### src/rtl/vga_text_writer.sv
// Terminal-style writer for the VGA text buffer: turns a byte stream into cell writes.
// Optional macro VGA_TEXT_TAB_EN adds horizontal-tab expansion to 8-column stops.
module vga_text_writer #(
  parameter int h_disp          = 1280,
  parameter int v_disp          = 1024,
  parameter int char_addr_width = 32
) (
  input  logic                       clk,
  input  logic                       reset,
  input  logic                       in_valid,
  input  logic [7:0]                 in_char,
  output logic                       in_ready,
  input  logic                       clear_req,
  output logic [char_addr_width-1:0] addr_write,
  output logic [7:0]                 data_write,
  output logic                       we,
  output logic [15:0]                cursor_x,
  output logic [15:0]                cursor_y
);

  localparam int COLS  = h_disp / 8;
  localparam int ROWS  = v_disp / 8;
  localparam int CELLS = COLS * ROWS;
  localparam int CW    = $clog2(CELLS + 1);

  localparam logic [15:0]   LAST_COL  = 16'(COLS - 1);
  localparam logic [15:0]   LAST_ROW  = 16'(ROWS - 1);
  localparam logic [CW-1:0] COLS_W    = CW'(COLS);
  localparam logic [CW-1:0] LAST_CELL = CW'(CELLS - 1);
  localparam logic [CW-1:0] LAST_LCOL = CW'(COLS - 1);

`ifdef VGA_TEXT_TAB_EN
  typedef enum logic [1:0] {S_IDLE, S_CLEAR_LINE, S_CLEAR_ALL, S_TAB} state_t;
`else
  typedef enum logic [1:0] {S_IDLE, S_CLEAR_LINE, S_CLEAR_ALL} state_t;
`endif

  state_t                     r_state;
  logic [CW-1:0]              r_cnt;
  logic [CW-1:0]              r_row_base;
  logic [15:0]                r_cursor_x;
  logic [15:0]                r_cursor_y;
  logic                       r_we;
  logic [char_addr_width-1:0] r_addr;
  logic [7:0]                 r_data;

  logic [CW-1:0] w_cell_addr;
  logic [15:0]   w_lf_y;
  logic [CW-1:0] w_lf_base;
  logic          w_printable;

  // Line feed targets: next row and its base, both wrapping to row 0.
  assign w_lf_y      = (r_cursor_y == LAST_ROW) ? 16'd0 : r_cursor_y + 16'd1;
  assign w_lf_base   = (r_cursor_y == LAST_ROW) ? {CW{1'b0}} : r_row_base + COLS_W;
  assign w_cell_addr = r_row_base + CW'(r_cursor_x);
  assign w_printable = (in_char >= 8'h20) && (in_char <= 8'h7E);

  assign in_ready   = (r_state == S_IDLE) && !reset;
  assign we         = r_we;
  assign addr_write = r_addr;
  assign data_write = r_data;
  assign cursor_x   = r_cursor_x;
  assign cursor_y   = r_cursor_y;

  // Control FSM with registered write port and cursor.
  always_ff @(posedge clk) begin
    if (reset) begin
      r_state    <= S_CLEAR_ALL;
      r_cnt      <= {CW{1'b0}};
      r_row_base <= {CW{1'b0}};
      r_cursor_x <= 16'd0;
      r_cursor_y <= 16'd0;
      r_we       <= 1'b0;
      r_addr     <= {char_addr_width{1'b0}};
      r_data     <= 8'h20;
    end else begin
      r_we <= 1'b0;
      case (r_state)
        S_IDLE: begin
          if (clear_req) begin
            r_state    <= S_CLEAR_ALL;
            r_cnt      <= {CW{1'b0}};
            r_row_base <= {CW{1'b0}};
            r_cursor_x <= 16'd0;
            r_cursor_y <= 16'd0;
          end else if (in_valid) begin
            if (w_printable) begin
              r_we   <= 1'b1;
              r_addr <= char_addr_width'(w_cell_addr);
              r_data <= in_char;
              if (r_cursor_x == LAST_COL) begin
                r_cursor_x <= 16'd0;
                r_cursor_y <= w_lf_y;
                r_row_base <= w_lf_base;
                r_cnt      <= {CW{1'b0}};
                r_state    <= S_CLEAR_LINE;
              end else begin
                r_cursor_x <= r_cursor_x + 16'd1;
              end
            end else if (in_char == 8'h0A) begin
              r_cursor_x <= 16'd0;
              r_cursor_y <= w_lf_y;
              r_row_base <= w_lf_base;
              r_cnt      <= {CW{1'b0}};
              r_state    <= S_CLEAR_LINE;
            end else if (in_char == 8'h0D) begin
              r_cursor_x <= 16'd0;
            end else if (in_char == 8'h08) begin
              if (r_cursor_x != 16'd0) begin
                r_cursor_x <= r_cursor_x - 16'd1;
                r_we       <= 1'b1;
                r_addr     <= char_addr_width'(w_cell_addr - {{(CW-1){1'b0}}, 1'b1});
                r_data     <= 8'h20;
              end else begin
                r_cursor_x <= r_cursor_x;
              end
`ifdef VGA_TEXT_TAB_EN
            end else if (in_char == 8'h09) begin
              r_state <= S_TAB;
`endif
            end else begin
              r_cursor_x <= r_cursor_x;
            end
          end else begin
            r_state <= S_IDLE;
          end
        end
        S_CLEAR_LINE: begin
          r_we   <= 1'b1;
          r_addr <= char_addr_width'(r_row_base + r_cnt);
          r_data <= 8'h20;
          if (r_cnt == LAST_LCOL) begin
            r_cnt   <= {CW{1'b0}};
            r_state <= S_IDLE;
          end else begin
            r_cnt <= r_cnt + {{(CW-1){1'b0}}, 1'b1};
          end
        end
        S_CLEAR_ALL: begin
          r_we   <= 1'b1;
          r_addr <= char_addr_width'(r_cnt);
          r_data <= 8'h20;
          if (r_cnt == LAST_CELL) begin
            r_cnt   <= {CW{1'b0}};
            r_state <= S_IDLE;
          end else begin
            r_cnt <= r_cnt + {{(CW-1){1'b0}}, 1'b1};
          end
        end
`ifdef VGA_TEXT_TAB_EN
        // One space per cycle until the next 8-column stop; last column wraps like a printable.
        S_TAB: begin
          r_we   <= 1'b1;
          r_addr <= char_addr_width'(w_cell_addr);
          r_data <= 8'h20;
          if (r_cursor_x == LAST_COL) begin
            r_cursor_x <= 16'd0;
            r_cursor_y <= w_lf_y;
            r_row_base <= w_lf_base;
            r_cnt      <= {CW{1'b0}};
            r_state    <= S_CLEAR_LINE;
          end else begin
            r_cursor_x <= r_cursor_x + 16'd1;
            if (r_cursor_x[2:0] == 3'd7) begin
              r_state <= S_IDLE;
            end else begin
              r_state <= S_TAB;
            end
          end
        end
`endif
        default: begin
          r_state    <= S_CLEAR_ALL;
          r_cnt      <= {CW{1'b0}};
          r_row_base <= {CW{1'b0}};
          r_cursor_x <= 16'd0;
          r_cursor_y <= 16'd0;
        end
      endcase
    end
  end

endmodule
### config.mk
export PLATFORM = sky130hd
export DESIGN_NAME = vga_text_writer
export DESIGN_NICKNAME = d
export VERILOG_FILES = /design/src/rtl/vga_text_writer.sv
export SDC_FILE = /design/constraint.sdc
export NUM_CORES = 1
export LEC_CHECK = 0
export BUFFER_PORTS_ARGS = -buffer_cell sky130_fd_sc_hd__buf_2
export CORE_ASPECT_RATIO = 0.8
export CORE_UTILIZATION = 55
export CTS_BUF_LIST = sky130_fd_sc_hd__clkbuf_4 sky130_fd_sc_hd__clkbuf_8 sky130_fd_sc_hd__clkbuf_16
export DETAILED_ROUTE_END_ITERATION = 10
export PLACE_DENSITY = 0.78
export SLEW_MARGIN = 20
export SYNTH_ARGS = -nofsm -noshare
export SYNTH_HDL_FRONTEND = slang
export SYNTH_SLANG_ARGS = --single-unit
### constraint.sdc
create_clock -name clk -period 6.3 [get_ports clk]
set_input_delay 1.26 -clock clk [delete_from_list [all_inputs] [get_ports clk]]
set_output_delay 1.26 -clock clk [all_outputs]
set_load 0.05 [all_outputs]
==> impl_metrics.csv, run 1 <==
group,metric,value,unit
status,outcome,"finished, final reports clean",
cells_and_area,n_fill_cell,825,
sta,slew_violations,0,
cells_and_area,multi_input_area,0.003712,mm²
clock_network,clk_pin_slew,0.07,ns
floorplanning,dieArea,0.01077,mm²
route,vias,5690,
synth,synth-edff-count,0,
route,ant_nets,0,
placed_design,dp_hpwl,11050,µm
critical_path,worst-r2r-setup-slack,2.90,ns
clock_network,postCtsSetupRepairBufs,0,
clock_network,cts_resized,0,
route,via_per_inst,6.165,
floorplanning,initial_core_util,57.81,%
clock_network,root_buffer,"clkbuf_16",
synth,ys_warn_count,0,
global_route,antenna_found_initial,0,
clock_network,tritoncts,"built",
synth,ys_ff_latch,85,
critical_path,startpoint_type,"input port",
critical_path,reg2reg_from,"cursor_x[2]$_SDFFE_PP0P_",
synth,synth_compound_area_share,21.05,%
route,wl_per_cell,16.45,µm
cells_and_area,drive_gt1_share,15.63,%
route,routed_wl,15180,µm
floorplanning,die_x,115.8,µm
clock_network,cts.sinks,85,
floorplanning,die_h,93.01,µm
critical_path,reg2reg_depth,8,
route,dr.first_iter.drc_count,481,
sta,hold_violations,0,
synth,synth_cell_type_count,69,
synth,synth_fa_ha_area_share,6.812,%
pwr,power.leakage,2.719,nW
route,drt_first_pass_iters,5,
synth,async_flop_share,0,%
synth,synth.avg_cell_area,7.811,µm²
critical_path,endpoint,"cursor_x[15]$_SDFFE_PP0P_",
synth,muxShareOfSynthArea,0.7251,%
worst_hold_path,hold_path_startpoint,"addr_write[5]$_SDFFE_PP0P_",
sta,rsz0062_at_grt,"no",
global_route,overflow,0,
synth,yosys.area_share.simple,26.57,%
pwr,power_density,246.5,mW/mm²
critical_path,worstSetupPathType,"in2reg",
pwr,ir_drop,0.0001748,V
critical_path,cp_max_fo,16,
floorplanning,io_pins,86,
sta,timing.fmax,262.9,MHz
clock_network,max-clock-path-buffers,2,
synth,synth_xor_area_share,9.998,%
synth,ys_seq_area_share,29.88,%
synth,syn_inst,729,
synth,ys.flop_type,"dfxtp_1",
cells_and_area,areaGrowthSynthToFinish,12.61,%
critical_path,endpoint_kind,"flip-flop",
sta,tightestPinTransition,0.9735,ns
clock_network,worstSkewPairLatency,0.35,ns
cells_and_area,nets,825,
synth,syn-cell-area,0.005694,mm²
route,drc,0,
placed_design,gp_congestion,0.9314,
sta,period_minus_slack,3.804,ns
cells_and_area,register_area,0.001702,mm²
global_route,grt_pass1_vias,5253,
job,drv_cap,0,
critical_path,r2r-end,"addr_write[14]$_SDFFE_PP0P_",
critical_path,required,6.57,ns
synth,synth_top_family_by_area,"simple AND/OR/NAND/NOR gates",
worst_hold_path,hold_path_class,"reg2reg",
floorplanning,rows,32,
floorplanning,core_area,0.009849,mm²
sta,post-route-period-util,60.38,%
critical_path,critPathLaunch,"in_char[7]",
sta,setup_viol,0,
synth,syn-num-nets,772,
global_route,grt_start_max_net_pins,48,
sta,finalClockSkew,0.005829,ns
clock_network,ctsHoldBuffers,0,
global_route,grtUsageTotal,29.59,%
worst_hold_path,worstHoldPathCells,2,
cells_and_area,num_antenna_cells,0,
placed_design,io_buffers,85,
clock_network,htree_levels,3,
cells_and_area,fin_area,0.006412,mm²
clock_network,numCtsBuffers,9,
sta,relSlewSlack,34.50,%
sta,tns,0,ns
critical_path,cp.arrival,4.08,ns
global_route,grt_pass1_wl,25240,µm
placed_design,place_area,0.006086,mm²
-- sequential cells by signal (all words and copies together) (netlist names) --
signal	count
we	1
r_state	2
addr_write	17
cursor_y	16
data_write	8
cursor_x	16
r_row_base	10
r_cnt	15
-- worst max-delay path: stages --
cell	delay, ns
buf_2	0.13
or4b_4	0.55
or4_4	0.44
a311oi_4	0.37
o31ai_2	0.12
a21o_1	0.36
or2_4	0.35
or3_1	0.35
a21oi_1	0.15
-- kinds of logic after synthesis --
family | count (synthesis)
AOI/OAI and AO/OA | 177
xor gates and xnor gates | 65
adders and majority gates | 31
buffers and inverters | 60
DFF | 85
muxes | 4
and+or+nand+nor | 307
-- cells in the mapped netlist (6+ instances only) --
cell type	n	area (µm²)
a211oi_1	12	90.09
a21o_1	7	52.55
a21oi_1	48	240.2
a221oi_1	6	52.55
a31oi_1	14	87.58
and2_1	8	50.05
and3_1	17	106.4
buf_4	15	112.6
clkbuf_1	29	108.9
dfxtp_1	85	1702
ha_1	31	387.9
inv_1	12	45.04
nand2_1	52	195.2
nand3_1	24	120.1
nand4_1	12	75.07
nor2_1	110	412.9
nor2b_1	8	50.05
nor3_1	27	135.1
nor4_1	7	43.79
o211ai_1	9	67.56
o21ai_0	30	150.1
o31ai_1	6	45.04
or3_1	13	81.33
xnor2_1	34	297.8
xor2_1	31	271.5
-- worst min path at each step --
stage / end / slack (ns)
2_1_floorplan: r_row_base[6]$_SDFFE_PP0P_ / 0.48
3_3_place_gp: addr_write[13]$_SDFFE_PP0P_ / 0.44
3_5_place_dp: addr_write[13]$_SDFFE_PP0P_ / 0.45
4_1_cts: addr_write[13]$_SDFFE_PP0P_ / 0.46
5_1_grt: addr_write[12]$_SDFFE_PP0P_ / 0.49
6_report: addr_write[5]$_SDFFE_PP0P_ / 0.45
-- metal layers --
metal	GRT usage, %	part of all wire [%]	vias to the layer above
met5	0	0	-
met4	10.58	1.8	0
met3	5.638	7.7	29
met2	47.47	45	262
met1	39.46	45	2660
li1	-	-	2739
-- per-stage QoR --
stage          utilization, %  setup WS [ns]  power [mW]  instances  hold WS [ns]
2_1_floorplan               -          2.583      0.9125        729        0.4802
3_3_place_gp            61.79          2.095      0.9897        907        0.4370
4_1_cts                 65.08          2.353       1.579        923        0.4563
3_5_place_dp            61.79          1.996       1.001        907        0.4473
6_report                65.10          2.496       1.580        923        0.4542
5_1_grt                 65.10          2.326       1.645        923        0.4898
-- cell usage in the layout, fill, tap and decap left out, types with 3 or more instances in the layout --
master,Yosys,layout
a211o_1,3,3
a211oi_1,12,12
a21o_1,7,7
a21oi_1,48,48
a221o_1,4,4
a221oi_1,6,6
a22oi_1,4,4
a31oi_1,14,14
a32oi_1,4,4
and2_1,8,8
and3_1,17,17
buf_2,1,85
buf_4,15,4
clkbuf_16,0,9
dfxtp_1,85,85
ha_1,31,31
inv_1,12,12
mux2i_1,3,3
nand2_1,52,52
nand3_1,24,24
nand4_1,12,12
nor2_1,110,109
nor2b_1,8,8
nor3_1,27,27
nor3b_1,5,5
nor4_1,7,7
o211ai_1,9,9
o21a_1,3,3
o21ai_0,30,30
o21bai_1,4,4
o31ai_1,6,6
o41ai_1,3,3
or2_2,5,5
or3_1,13,13
xnor2_1,34,34
xor2_1,31,31
-- power by group --
group	total (mW)	internal, mW	leakage, nW	switching (mW)
clock	0.582	0.349	0.156	0.232
combinational	0.404	0.122	1.88	0.282
sequential	0.594	0.563	0.688	0.0311
-- area by class of cell --
| cell class | instances | area share (%) |
|---|---|---|
| Multi-Input combinational cell | 584 | 57.89 |
| Tap cell | 136 | 2.654 |
| Sequential cell | 85 | 26.54 |
| Inverter | 13 | 0.7610 |
| Timing Repair Buffer | 89 | 7.102 |
| Clock buffer | 9 | 3.512 |
| Clock inverter | 7 | 1.541 |
Note: power is estimated with default switching activity, not from simulation.
==> inputs of run 2 (changes only) <==
--- a/config.mk
+++ b/config.mk
@@ -5,6 +5,7 @@
 export SDC_FILE = /design/constraint.sdc
 export NUM_CORES = 1
 export LEC_CHECK = 0
+export ABC_AREA = 1
 export BUFFER_PORTS_ARGS = -buffer_cell sky130_fd_sc_hd__buf_2
 export CORE_ASPECT_RATIO = 0.8
 export CORE_UTILIZATION = 55
==> constraint.sdc (replaced) <==
create_clock -name clk -period 3.8 [get_ports clk]
set_input_delay 0.76 -clock clk [delete_from_list [all_inputs] [get_ports clk]]
set_output_delay 0.76 -clock clk [all_outputs]
set_load 0.05 [all_outputs]
==> impl_metrics.csv, run 2 <==
group,metric,value,unit
sta,hold_violations,0,
synth,ys_ff_latch,85,
synth,synth-edff-count,0,
clock_network,worstSkewPairLatency,0.34,ns
floorplanning,core_area,0.01156,mm²
job,drv_cap,0,
synth,syn-num-nets,1135,
synth,yosys.area.top_type,"dfxtp_1",
cells_and_area,final_core_util,62.50,%
cells_and_area,largest_register_ff_count,17,
pwr,totalPowerFinal,4.922,mW
route,wl_per_cell,14.28,µm
critical_path,cp_common_cell,"inv_1",
sta,post-route-period-util,80.04,%
global_route,overflow,0,
clock_network,cts_resized,0,
clock_network,postCtsSetupRepairBufs,0,
floorplanning,die_x,124.1,µm
pwr,swShare,53.24,%
pwr,pwr-share-clk,18.4,%
route,drt_first_pass_iters,6,
route,ant_nets,0,
pwr,p_comb_share,56.2,%
global_route,grtUsageTotal,30.98,%
route,routed_wl,18540,µm
sta,tns,0,ns
cells_and_area,drive_gt1_share,10.77,%
clock_network,root_buffer,"clkbuf_16",
sta,period_minus_slack,3.042,ns
clock_network,tritoncts,"built",
synth,synth_xor_area_share,2.270,%
global_route,antenna_found_initial,0,
critical_path,endpoint_kind,"flip-flop",
route,drc,0,
pwr,netSwitchingPower,2.621,mW
floorplanning,die_h,99.68,µm
floorplanning,dieArea,0.01237,mm²
synth,synth_top_family_by_area,"simple AND/OR/NAND/NOR gates",
pwr,power.leakage,3.323,nW
cells_and_area,num_antenna_cells,0,
global_route,grt_pass1_wl,30390,µm
placed_design,gp_congestion,0.9537,
clock_network,clk_pin_slew,0.07,ns
floorplanning,rows,35,
floorplanning,io_pins,86,
critical_path,critPathSlowestCell,"ha_1",
cells_and_area,final_common_cell,"nand2_1",
critical_path,max_stage_delay,0.49,ns
synth,ys_seq_area_share,25.94,%
route,dr.first_iter.drc_count,681,
route,via_per_inst,5.557,
pwr,p_int,2.302,mW
critical_path,required,4.06,ns
global_route,grt_pass1_vias,6181,
floorplanning,initial_core_util,56.74,%
synth,synth_common_cells,"nand2_1, nor2_1, inv_1",
status,outcome,"finished, final reports clean",
clock_network,numCtsBuffers,9,
clock_network,cts.sinks,85,
synth,syn-cell-area,0.006560,mm²
critical_path,startpoint_type,"flip-flop",
sta,rsz0062_at_grt,"no",
synth,muxShareOfSynthArea,0,%
sta,relSlewSlack,56.61,%
clock_network,ctsHoldBuffers,0,
critical_path,cp_max_fo,18,
synth,async_flop_share,0,%
synth,synth.avg_cell_area,6.007,µm²
pwr,power_density,681.2,mW/mm²
global_route,grt_start_max_net_pins,38,
synth,ys_top_cells_by_area,"dfxtp_1, nand2_1, nor2_1",
critical_path,cp_cell_sequence,"inv_1 -> ha_1 -> inv_1 -> nor2_2 -> inv_1 -> nor2_1 -> nand3_1 -> nand2_2 -> o21ai_1 -> a21oi_1",
clock_network,htree_levels,3,
placed_design,io_buffers,85,
sta,tightestPinTransition,0.6465,ns
sta,finalClockSkew,0.009531,ns
sta,slew_violations,0,
pwr,power_frac_seq,25.5,%
critical_path,worstSetupPathType,"reg2reg",
synth,yosys.area_share.simple,39.75,%
synth,synth_fa_ha_area_share,5.913,%
synth,synth_compound_area_share,14.38,%
critical_path,path_delay_family,"simple AND/OR/NAND/NOR gates",
sta,timing.fmax,328.8,MHz
placed_design,dp_hpwl,13940,µm
synth,synth_cell_type_count,41,
pwr,ir_drop,0.0004876,V
cells_and_area,layout_common_cells,"nand2_1, nor2_1, inv_1",
critical_path,cp.arrival,3.31,ns
clock_network,max-clock-path-buffers,2,
critical_path,critical_path_buf_inv_count,3,
cells_and_area,areaGrowthSynthToFinish,10.15,%
synth,synth_top_area_share,25.94,%
synth,ys_warn_count,0,
synth,ys.flop_type,"dfxtp_1",
route,vias,7219,
worst_hold_path,hold_path_class,"reg2reg",
sta,setup_viol,0,
cells_and_area,nets,1189,
synth,synth.most_common_cell,"nand2_1",
synth,syn_inst,1092,
==> run 2: changes by cell type in the layout (fill, tap and decap cells not counted), sizes merged, moves of 9 or more <==
cell   delta
nand2   +212
inv     +120
nand3    +73
nor2     +60
o21ai    +39
xnor2    -30
a21oi    +27
xor2     -18
and3     -16
or3      -13
nand4    +11
nor3      +9
==> run 2: kinds of logic (layout without fill, tap and decap cells) <==
kind of cell / after synthesis / after routing
and+or+nand+nor: 608 / 608
xor gates and xnor gates: 17 / 17
AOI/OAI and AO/OA: 174 / 174
buffers and inverters: 177 / 236
adders and majority gates: 31 / 31
DFF: 85 / 85
==> run 2: worst register-to-register path, delay by kind of cell (launching register included) <==
family                   cells  cell delay (ns)
AND/OR/NAND/NOR              4             1.09
AO/OA/AOI/OAI                2             0.54
buffers and inverters        3             0.51
adder cells (fa/ha/maj)      1             0.49
flip-flops                   1             0.34
==> run 2: cell type report <==
class / count / area (µm²)
well taps: 148 / 185.2
clock buffers: 10 / 239.0
fillers: 1136 / 4335
inverters: 132 / 495.5
multi-input cells: 830 / 4088
clock inverters: 6 / 68.82
flip-flops and latches: 85 / 1702
repair buffers: 88 / 447.9
==> run 2: final timing paths <==
path | start | end | slack (ns) | cells past startpoint
min | data_write[7]$_SDFFE_PP0P_ | data_write[7]$_SDFFE_PP0P_ | 0.44 | 2
max reg2reg | r_state[0]$_SDFFE_PP0P_ | cursor_x[10]$_SDFFE_PP0P_ | 0.76 | 10
min reg2reg | data_write[7]$_SDFFE_PP0P_ | data_write[7]$_SDFFE_PP0P_ | 0.44 | 2
max | r_state[0]$_SDFFE_PP0P_ | cursor_x[10]$_SDFFE_PP0P_ | 0.76 | 10
==> run 2: layer usage <==
metal  track usage (%)  part of all wire (%)  vias up  routed length (µm)
met5                 0                     0        -                   0
met4             7.234                   1.2        0                 216
met3             6.021                   8.8       19                1636
met2             45.09                    42      321                7759
met1             46.34                    48     3207                8931
li1                  -                     -     3672                   -
==> run 2: through the flow <==
stage	hold WS (ns)	setup WS [ns]	std cells	cell area [µm²]
global placement	0.4334	0.7967	1283	6918
detailed placement	0.4331	0.6930	1283	6918
floorplan	0.4691	1.393	1092	6560
global route	0.4588	0.4717	1299	7226
CTS	0.4439	0.8072	1299	7226
finish	0.4427	0.7584	1299	7226
==> run 2: power groups by stage <==
stage	clock network [mW]	registers, mW	logic (mW)
after floorplan	0	1.60	1.84
after global placement	0	1.26	2.68
after detailed placement	0	1.26	2.71
after CTS	0.922	1.24	2.73
after global routing	0.950	1.28	3.05
final	0.904	1.25	2.76
==> inputs of run 3 (changes only) <==
--- a/config.mk
+++ b/config.mk
@@ -5,10 +5,10 @@
 export SDC_FILE = /design/constraint.sdc
 export NUM_CORES = 1
 export LEC_CHECK = 0
-export ABC_AREA = 1
+export ABC_AREA = 0
 export BUFFER_PORTS_ARGS = -buffer_cell sky130_fd_sc_hd__buf_2
 export CORE_ASPECT_RATIO = 0.8
-export CORE_UTILIZATION = 55
+export CORE_UTILIZATION = 52
 export CTS_BUF_LIST = sky130_fd_sc_hd__clkbuf_4 sky130_fd_sc_hd__clkbuf_8 sky130_fd_sc_hd__clkbuf_16
 export DETAILED_ROUTE_END_ITERATION = 10
 export PLACE_DENSITY = 0.78
==> constraint.sdc (replaced) <==
create_clock -name clk -period 2.7 [get_ports clk]
set_input_delay 0.54 -clock clk [delete_from_list [all_inputs] [get_ports clk]]
set_output_delay 0.54 -clock clk [all_outputs]
set_load 0.05 [all_outputs]
==> impl_metrics.csv, run 3 (synthesized netlist as in run 1, its figures left out) <==
group,metric,value,unit
floorplanning,rows,33,
sta,relSlewSlack,57.73,%
pwr,p_comb_share,29.4,%
route,drt_first_pass_iters,5,
placed_design,place_area,0.006711,mm²
pwr,netSwitchingPower,1.295,mW
cells_and_area,multi_input_area,0.003827,mm²
sta,post-route-period-util,100.5,%
floorplanning,core_area,0.01045,mm²
critical_path,cp_cell_sequence,"buf_2 -> or4b_4 -> or4_4 -> a311oi_4 -> o31ai_2 -> a21o_1 -> or2_4 -> or3b_1 -> a21oi_1",
critical_path,path_depth,9,
status,outcome,"complete, but fails checks",
pwr,totalPowerFinal,3.849,mW
critical_path,max_stage_delay,0.55,ns
floorplanning,dieArea,0.01138,mm²
cells_and_area,nets,906,
sta,setup_viol,1,
cells_and_area,layout_common_cells,"nor2_1, buf_2, buf_4",
cells_and_area,largest_register_ff_count,17,
global_route,grt_pass1_vias,5596,
route,vias,6239,
global_route,grt_pass1_wl,27390,µm
global_route,grtUsageTotal,30.27,%
route,drc,0,
critical_path,critPathSlowestCell,"or4b_4",
placed_design,dp_hpwl,12640,µm
cells_and_area,areaGrowthSynthToFinish,25.84,%
cells_and_area,register_area,0.001710,mm²
cells_and_area,num_antenna_cells,0,
clock_network,root_buffer,"clkbuf_16",
critical_path,startpoint_type,"input port",
critical_path,critPathLaunch,"in_char[6]",
status,violations,"setup timing",
critical_path,required,2.97,ns
pwr,p_int,2.554,mW
clock_network,tritoncts,"built",
cells_and_area,drive_gt1_share,26.41,%
global_route,overflow,0,
critical_path,reg2reg_from,"cursor_x[6]$_SDFFE_PP0P_",
sta,hold_violations,0,
pwr,swShare,33.65,%
route,ant_nets,0,
sta,finalClockSkew,0.006957,ns
placed_design,io_buffers,85,
route,routed_wl,17430,µm
sta,worst_slack,-0.01401,ns
worst_hold_path,hold_path_class,"reg2reg",
clock_network,htree_levels,3,
clock_network,ctsHoldBuffers,0,
clock_network,clk_pin_slew,0.06,ns
critical_path,cp_max_fo,7,
global_route,grt_start_max_net_pins,27,
global_route,antenna_found_initial,0,
critical_path,r2r-end,"addr_write[14]$_SDFFE_PP0P_",
sta,timing.fmax,368.5,MHz
job,drv_cap,0,
pwr,power.leakage,3.164,nW
floorplanning,die_x,119.0,µm
critical_path,cp.arrival,2.98,ns
route,wl_per_cell,17.30,µm
pwr,ir_drop,0.0004228,V
worst_hold_path,timing.hold.worst_endpoint,"addr_write[8]$_SDFFE_PP0P_",
route,dr.first_iter.drc_count,580,
pwr,power_frac_seq,35.5,%
cells_and_area,n_fill_cell,839,
critical_path,path_delay_family,"simple AND/OR/NAND/NOR gates",
sta,slew_violations,0,
clock_network,cts.sinks,85,
placed_design,gp_congestion,0.9687,
floorplanning,die_h,95.60,µm
critical_path,reg2reg_depth,9,
pwr,power_density,537.1,mW/mm²
clock_network,max-clock-path-buffers,2,
sta,rsz0062_at_grt,"yes",
critical_path,critical_path_buf_inv_count,1,
placed_design,dp_slack,-0.3325,ns
critical_path,worst-r2r-setup-slack,0.03,ns
cells_and_area,final_common_cell,"nor2_1",
clock_network,worstSkewPairLatency,0.34,ns
worst_hold_path,worstHoldPathCells,2,
pwr,pwr-share-clk,35.1,%
route,via_per_inst,6.196,
critical_path,endpoint_kind,"flip-flop",
sta,tightestPinTransition,0.6301,ns
critical_path,worstSetupPathType,"in2reg",
sta,period_minus_slack,2.714,ns
clock_network,numCtsBuffers,9,
cells_and_area,fin_area,0.007166,mm²
worst_hold_path,hold_path_startpoint,"addr_write[8]$_SDFFE_PP0P_",
sta,tns,-0.01401,ns
floorplanning,initial_core_util,54.51,%
floorplanning,io_pins,86,
[run 3: cell types whose count changed in the layout (fill, tap and decap cells not counted), moves of 18 or more]
cell     before  now
a21oi_1      74   43
buf_4         3   83
inv_1       128   12
nand2_1     261   52
nand3_1      95   24
nor2_1      164  107
o21ai_0      65   27
xnor2_1       4   34
xor2_1       13   31
[run 3: routing by layer]
| metal | part of all wire (%) | GRT usage (%) |
|---|---|---|
| met5 | 0 | 0 |
| met4 | 3.1 | 12.13 |
| met3 | 8.9 | 5.682 |
| met2 | 45 | 48.84 |
| met1 | 43 | 40.04 |
[run 3: how the worst max path moves through the flow]
stage / slack, ns / to
floorplan: -0.18 / cursor_x[8]$_SDFFE_PP0P_
global placement: -0.26 / cursor_x[3]$_SDFFE_PP0P_
global route: -0.07 / cursor_x[10]$_SDFFE_PP0P_
detailed placement: -0.33 / cursor_x[8]$_SDFFE_PP0P_
finish: -0.01 / cursor_x[10]$_SDFFE_PP0P_
CTS: 0.008 / addr_write[14]$_SDFFE_PP0P_
[run 3: worst reg2reg max path: cells and delay by family (launching register included)]
kind                       cells  cell delay (ns)
adders and majority gates      1             0.30
DFF                            1             0.34
and+or+nand+nor                1             0.14
AOI/OAI and AO/OA              7             1.82
[run 3: area by class of cell]
class	count	share of cell area [%]
multi-input cells	584	53.41
flip-flops and latches	85	23.87
repair buffers	170	15.16
clock buffers	11	3.440
well taps	140	2.445
clock inverters	4	0.9953
inverters	13	0.6810
[run 3: power by group through the flow]
| stage | sequential (mW) | combinational [mW] | clock [mW] |
|---|---|---|---|
| after detailed placement | 1.39 | 1.07 | 0 |
| after global placement | 1.39 | 1.04 | 0 |
| after floorplan | 1.54 | 0.588 | 0 |
| final | 1.37 | 1.13 | 1.35 |
| after CTS | 1.36 | 1.08 | 1.36 |
| after global routing | 1.37 | 1.20 | 1.41 |
[run 3: repair_timing]
action / 4_1_cts / 5_1_grt
resized for setup: 4 / 21
pin swaps: 0 / 6
gates cloned: 0 / 0
buffers inserted: 0 / 3
setup endpoints to repair: 3 / 29
[run 3: through the flow]
stage / hold slack [ns] / std cells / utilization, %
finish: 0.4627 / 1007 / 68.60
global route: 0.4818 / 1007 / 68.60
CTS: 0.4657 / 1004 / 67.46
detailed placement: 0.4573 / 989 / 64.25
global placement: 0.4461 / 989 / 64.25
floorplan: 0.4802 / 729 / -
